===== config.mk =====
export PLATFORM = sky130hd
export DESIGN_NAME = updn_cntr_n_flat
export DESIGN_NICKNAME = d
export VERILOG_FILES = /design/src/rtl/updn_cntr_n_if.sv /design/src/rtl/updn_cntr_n.sv /design/src/flat_wrapper.sv
export SDC_FILE = /design/constraint.sdc
export NUM_CORES = 1
export LEC_CHECK = 0
export ABC_AREA = 0
export CORE_MARGIN = 3
export CORE_UTILIZATION = 30
export CTS_BUF_LIST = sky130_fd_sc_hd__clkbuf_2
export DETAILED_ROUTE_END_ITERATION = 6
export GPL_ROUTABILITY_DRIVEN = 0
export PLACE_DENSITY = 0.59
export SLEW_MARGIN = 20
export SYNTH_ARGS = -nofsm -noshare
export SYNTH_HDL_FRONTEND = slang
export SYNTH_SLANG_ARGS = --single-unit

===== constraint.sdc =====
create_clock -name clk -period 1.7 [get_ports clk]
set_input_delay 0.34 -clock clk [delete_from_list [all_inputs] [get_ports clk]]
set_output_delay 0.34 -clock clk [all_outputs]
set_load 0.01 [all_outputs]

===== src/rtl/updn_cntr_n_if.sv =====
// Signal bundle for the updn_cntr_n counter: control/load inputs and counter status outputs.
// The master drives commands; the slave (the counter) returns value, state and flags.
interface updn_cntr_n_if #(
  parameter int WIDTH = 8
);
  logic             load;
  logic             inc;
  logic             en;
  logic             sat;
  logic             clr_ovf;
  logic [WIDTH-1:0] d_in;
  logic [WIDTH-1:0] q;
  logic [2:0]       state;
  logic             carry;
  logic             borrow;
  logic             ovf;
  logic             is_max;
  logic             is_zero;

  modport master (
    output load, inc, en, sat, clr_ovf, d_in,
    input  q, state, carry, borrow, ovf, is_max, is_zero
  );

  modport slave (
    input  load, inc, en, sat, clr_ovf, d_in,
    output q, state, carry, borrow, ovf, is_max, is_zero
  );
endinterface


===== src/rtl/updn_cntr_n.sv =====
// Parametrised up/down counter with load, hold, wrap/saturate mode, carry/borrow pulses
// and a sticky overflow flag; the operation is selected by a registered control FSM.
module updn_cntr_n #(
  parameter int WIDTH = 8,
  parameter int STEP  = 1
) (
  input  logic         clk,
  input  logic         reset_n,
  updn_cntr_n_if.slave bus
);

  typedef enum logic [2:0] {
    ST_IDLE = 3'b000,
    ST_LOAD = 3'b001,
    ST_INC  = 3'b010,
    ST_DEC  = 3'b100,
    ST_HOLD = 3'b110
  } state_e;

  localparam logic [WIDTH:0]   STEP_W  = (WIDTH+1)'(STEP);
  localparam logic [WIDTH-1:0] MAX_VAL = '1;

  state_e           state_q, state_d;
  logic [WIDTH-1:0] cnt_q,   cnt_d;
  logic             carry_q, carry_d;
  logic             borrow_q, borrow_d;
  logic             ovf_q,   ovf_d;

  logic [WIDTH:0]   sum_w;
  logic [WIDTH:0]   dif_w;
  logic             inc_ovf;
  logic             dec_unf;

  // The extra MSB of each WIDTH+1 result is the overflow / underflow indication.
  assign sum_w   = {1'b0, cnt_q} + STEP_W;
  assign dif_w   = {1'b0, cnt_q} - STEP_W;
  assign inc_ovf = sum_w[WIDTH];
  assign dec_unf = dif_w[WIDTH];

  // NOTE: every always_comb output gets a default first so no path can infer a latch.
  always_comb begin
    state_d  = ST_IDLE;
    cnt_d    = cnt_q;
    carry_d  = 1'b0;
    borrow_d = 1'b0;

    case (state_q)
      ST_IDLE, ST_LOAD, ST_INC, ST_DEC, ST_HOLD: begin
        if (bus.load)     state_d = ST_LOAD;
        else if (!bus.en) state_d = ST_HOLD;
        else if (bus.inc) state_d = ST_INC;
        else              state_d = ST_DEC;
      end
      default: state_d = ST_IDLE;
    endcase

    case (state_d)
      ST_LOAD: cnt_d = bus.d_in;
      ST_INC: begin
        carry_d = inc_ovf;
        if (inc_ovf && bus.sat) cnt_d = MAX_VAL;
        else                    cnt_d = sum_w[WIDTH-1:0];
      end
      ST_DEC: begin
        borrow_d = dec_unf;
        if (dec_unf && bus.sat) cnt_d = '0;
        else                    cnt_d = dif_w[WIDTH-1:0];
      end
      default: cnt_d = cnt_q;
    endcase

    // A new carry/borrow outranks a clear arriving on the same edge.
    ovf_d = carry_d | borrow_d |
            (ovf_q & ~bus.clr_ovf & (state_d != ST_LOAD));
  end

  // NOTE: sequential state uses non-blocking assignments so all flops update together.
  always_ff @(posedge clk or negedge reset_n) begin
    if (!reset_n) begin
      state_q  <= ST_IDLE;
      cnt_q    <= '0;
      carry_q  <= 1'b0;
      borrow_q <= 1'b0;
      ovf_q    <= 1'b0;
    end else begin
      state_q  <= state_d;
      cnt_q    <= cnt_d;
      carry_q  <= carry_d;
      borrow_q <= borrow_d;
      ovf_q    <= ovf_d;
    end
  end

  assign bus.q       = cnt_q;
  assign bus.state   = state_q;
  assign bus.carry   = carry_q;
  assign bus.borrow  = borrow_q;
  assign bus.ovf     = ovf_q;
  assign bus.is_max  = (cnt_q == MAX_VAL);
  assign bus.is_zero = (cnt_q == '0);

endmodule


===== src/flat_wrapper.sv =====
// flat-port wrapper written by rule: the top's interface ports become plain ports
module updn_cntr_n_flat 
#(
  parameter int WIDTH = 8,
  parameter int STEP  = 1
)
  (clk, reset_n, bus_load, bus_inc, bus_en, bus_sat, bus_clr_ovf, bus_d_in, bus_q, bus_state, bus_carry, bus_borrow, bus_ovf, bus_is_max, bus_is_zero);
  updn_cntr_n_if #(.WIDTH(WIDTH)) bus_i ();
  input  logic clk;
  input  logic reset_n;
  input wire logic [$bits(bus_i.load)-1:0] bus_load;
  input wire logic [$bits(bus_i.inc)-1:0] bus_inc;
  input wire logic [$bits(bus_i.en)-1:0] bus_en;
  input wire logic [$bits(bus_i.sat)-1:0] bus_sat;
  input wire logic [$bits(bus_i.clr_ovf)-1:0] bus_clr_ovf;
  input wire logic [$bits(bus_i.d_in)-1:0] bus_d_in;
  output wire logic [$bits(bus_i.q)-1:0] bus_q;
  output wire logic [$bits(bus_i.state)-1:0] bus_state;
  output wire logic [$bits(bus_i.carry)-1:0] bus_carry;
  output wire logic [$bits(bus_i.borrow)-1:0] bus_borrow;
  output wire logic [$bits(bus_i.ovf)-1:0] bus_ovf;
  output wire logic [$bits(bus_i.is_max)-1:0] bus_is_max;
  output wire logic [$bits(bus_i.is_zero)-1:0] bus_is_zero;
  assign bus_i.load = bus_load;
  assign bus_i.inc = bus_inc;
  assign bus_i.en = bus_en;
  assign bus_i.sat = bus_sat;
  assign bus_i.clr_ovf = bus_clr_ovf;
  assign bus_i.d_in = bus_d_in;
  assign bus_q = bus_i.q;
  assign bus_state = bus_i.state;
  assign bus_carry = bus_i.carry;
  assign bus_borrow = bus_i.borrow;
  assign bus_ovf = bus_i.ovf;
  assign bus_is_max = bus_i.is_max;
  assign bus_is_zero = bus_i.is_zero;
  updn_cntr_n #(.WIDTH(WIDTH), .STEP(STEP)) u_core (.clk(clk), .reset_n(reset_n), .bus(bus_i));
endmodule

==> flow_metrics.env <==
export IMPL_ir_drop_v=0.0005620
export IMPL_arrival_ns=1.62
export IMPL_cts_buffers=3
export IMPL_wl_mm=3.873
export IMPL_hp_class="primary input to async pin"
export IMPL_finalHoldViolCount=0
export IMPL_skew_ns=0.001355
export IMPL_synth_top_family_by_area="compound AO/OA/AOI/OAI gates"
export IMPL_criticalPathCategory="flop to primary output"
export IMPL_path_clk_slew_ns=0.14
export IMPL_die_y_um=64.80
export IMPL_dp_hpwl_mm=2.593
export IMPL_setup_slack_ns=-0.2626
export IMPL_top_layer_used="met4"
export IMPL_async_reset_ff_frac=1.000
export IMPL_synthSimpleGateAreaFrac=0.2581
export IMPL_htreeDepth=1
export IMPL_whs_ns=0.3579
export IMPL_syn_area_mm2=0.001037
export IMPL_dp_cells=226
export IMPL_power_density_mw_per_mm2=911.1
export IMPL_rsz0062_at_grt="yes"
export IMPL_finalCritPeriodShare=1.154
export IMPL_final_util=0.6248
export IMPL_layout_common_cells="buf_4 (49), clkdlybuf4s50_1 (20), dfrtp_1 (13)"
export IMPL_setup_violations=10
export IMPL_area_sequential_um2=351.6
export IMPL_syn_inst=119
export IMPL_cp_max_fo=2
export IMPL_slew_violations=0
export IMPL_drt_pass1_iter_count=4
export IMPL_num_antenna_cells=0
export IMPL_hold_buffers=0
export IMPL_cts_buffer_depth=2
export IMPL_required_ns=1.36
export IMPL_grt_pass1_wl_mm=6.154
export IMPL_tightest_slew_ns=0.7415
export IMPL_wl_met3_um=197
export IMPL_rows=20
export IMPL_synth_edf_count=0
export IMPL_cp_end_kind="primary output"
export IMPL_area_delta_synth_final_pct=91.44
export IMPL_crit_chain="buf_6 -> buf_4 -> inv_4 -> buf_4 -> buf_6 -> ha_4 -> and3_4 -> buf_6"
export IMPL_timing_fmax_mhz=509.5
export IMPL_synthMuxAreaShare=0.01930
export IMPL_critPathTopFamily="buffers and inverters"
export IMPL_ys_seq_elements=14
export IMPL_cap_violations=0
export IMPL_initial_core_util=0.3264
export IMPL_syn_num_nets=137
export IMPL_fin_nets=219
export IMPL_vias_per_cell=5.305
export IMPL_relSlewSlack=0.5023
export IMPL_clock_sinks=14
export IMPL_drt_initial_drc_count=35
export IMPL_yosys_area_share_adder=0.03619
export IMPL_pre_cts_ws_ns=-0.3811
export IMPL_grt_ovfl_total=0
export IMPL_total_leakage_power_nw=0.8843
export IMPL_synth_main_ff_cell="dfrtp_1"
export IMPL_vias=1289
export IMPL_finalNonFillerCells=243
export IMPL_synth_distinct_cells=45
export IMPL_yosys_warnings=0
export IMPL_nFillCells=267
export IMPL_outcome="finished, violations left"
export IMPL_ant_nets=0
export IMPL_violations="negative setup slack"
export IMPL_period_needed_ns=1.963
export IMPL_cpMaxStageDelayCell="dfrtp_1"
export IMPL_startpoint_type="flop"
export IMPL_drt_met1_wl_mm=1.644
export IMPL_synth_xor_area_frac=0.01689
export IMPL_drc=0
export IMPL_post_synth_cell_area_avg_um2=8.716
export IMPL_wl_met2_mm=1.959
export IMPL_grt_pass1_vias=1316
export IMPL_cts_tree="built"
export IMPL_root_buffer="clkbuf_2"
export IMPL_design_area_mm2=0.001986
export IMPL_layout_commonest_cell="buf_4"
export IMPL_die_x_um=64.80
export IMPL_wire_per_inst_um=15.94
export IMPL_ios=31
export IMPL_cp_num_buf_inv=6
export IMPL_synth_compound_area_frac=0.2702
export IMPL_drive_gt1_frac=0.4623
export IMPL_grt_use_total=0.1856
export IMPL_dieArea_mm2=0.004199
export IMPL_max_stage_delay_ns=0.43
export IMPL_antenna_found_initial=0
export IMPL_path_common_cell="buf_6"
export IMPL_core_area_mm2=0.003178
export IMPL_grt_max_degree=15
export IMPL_placement_io_buffers=30
export IMPL_seq_area_frac_synth=0.3378
export IMPL_multi_input_area_um2=824.5
export IMPL_clk_latency_ns=0.28
export IMPL_dpl_cell_area_mm2=0.001662
## worst paths after layout
check,slack [ns],end,cells after the start,start
setup / recovery,-0.26,bus_is_zero,8,u_core.bus.q[0]$_DFFE_PN0P_
hold / removal,0.36,u_core.bus.state[1]$_DFF_PN0_,2,reset_n
setup reg to reg,-0.25,u_core.bus.q[7]$_DFFE_PN0P_,7,u_core.bus.q[0]$_DFFE_PN0P_
hold reg to reg,0.55,u_core.bus.ovf$_DFF_PN0_,2,u_core.bus.ovf$_DFF_PN0_
max in group asynchronous,1.16,u_core.bus.q[2]$_DFFE_PN0P_,2,reset_n
min in group clk,0.55,u_core.bus.ovf$_DFF_PN0_,2,u_core.bus.ovf$_DFF_PN0_
## flip-flops by register name, indices dropped and copies added, names as in the netlist
register / cells
u_core.bus.ovf: 1
u_core.bus.q: 8
u_core.bus.carry: 1
u_core.bus.borrow: 1
u_core.bus.state: 3
## per-layer routing
metal	track usage	up-vias
met5	0	-
met4	0.05541	0
met3	0.02773	8
met2	0.3244	58
met1	0.2339	612
li1	-	611
## worst register-to-register path, cell delays in order (launching register included)
cell and delay (ns):
dfrtp_1 0.43, buf_6 0.13, buf_6 0.11, or4_4 0.52
nor4_4 0.16, mux2i_1 0.26, a2bb2oi_2 0.16, a31oi_1 0.09
## power by group
group          internal, mW  switching, mW  leakage [nW]
logic                 0.644          0.573         0.695
clock network        0.0481          0.110        0.0125
registers             0.385         0.0491         0.177
## cells in the mapped netlist, types with 2 or more instances
| master | count | area share |
|---|---|---|
| o21ai_1 | 3 | 0.014 |
| nand2b_1 | 3 | 0.018 |
| nor3_1 | 5 | 0.024 |
| nand2_1 | 8 | 0.029 |
| nor2_1 | 7 | 0.025 |
| o31ai_1 | 2 | 0.014 |
| a31oi_1 | 6 | 0.036 |
| and3_1 | 2 | 0.012 |
| o21ai_0 | 3 | 0.014 |
| buf_2 | 3 | 0.014 |
| a21oi_1 | 12 | 0.058 |
| and4_1 | 2 | 0.017 |
| a221oi_1 | 4 | 0.034 |
| and2_1 | 6 | 0.036 |
| mux2i_1 | 2 | 0.019 |
| clkbuf_1 | 2 | 0.0072 |
| dfrtp_1 | 14 | 0.34 |
| nor3b_2 | 2 | 0.024 |
| inv_1 | 5 | 0.018 |
| ha_1 | 3 | 0.036 |
## what timing repair did
action,in CTS,in global routing
setup buffers,7,7
gates resized for setup,37,27
endpoints found under the setup margin,17,12
cloned,0,0
pin swaps,6,11
## logic make-up (layout without fill, tap and decap cells)
kind of cell,count (synthesis),after routing
compound gates,42,42
simple gates,43,43
mux,2,2
xor+xnor,2,2
flops,14,14
buf+inv,13,93
fa+ha+maj,3,3
## layout make-up
cell class | instances | area share
Clock buffer | 3 | 0.007561
Inverter | 5 | 0.01071
Multi-Input combinational cell | 92 | 0.4152
Sequential cell | 14 | 0.1771
Tap cell | 44 | 0.02773
Timing Repair Buffer | 85 | 0.3617
## metrics by stage
step	TNS, ns	total power, mW
floorplan	-0.3739	0.8408
global placement	-2.320	1.268
detailed placement	-2.399	1.288
CTS	-0.6384	1.568
global route	-2.548	1.919
finish	-1.617	1.809
No activity file was read; power rests on OpenSTA's default activity.
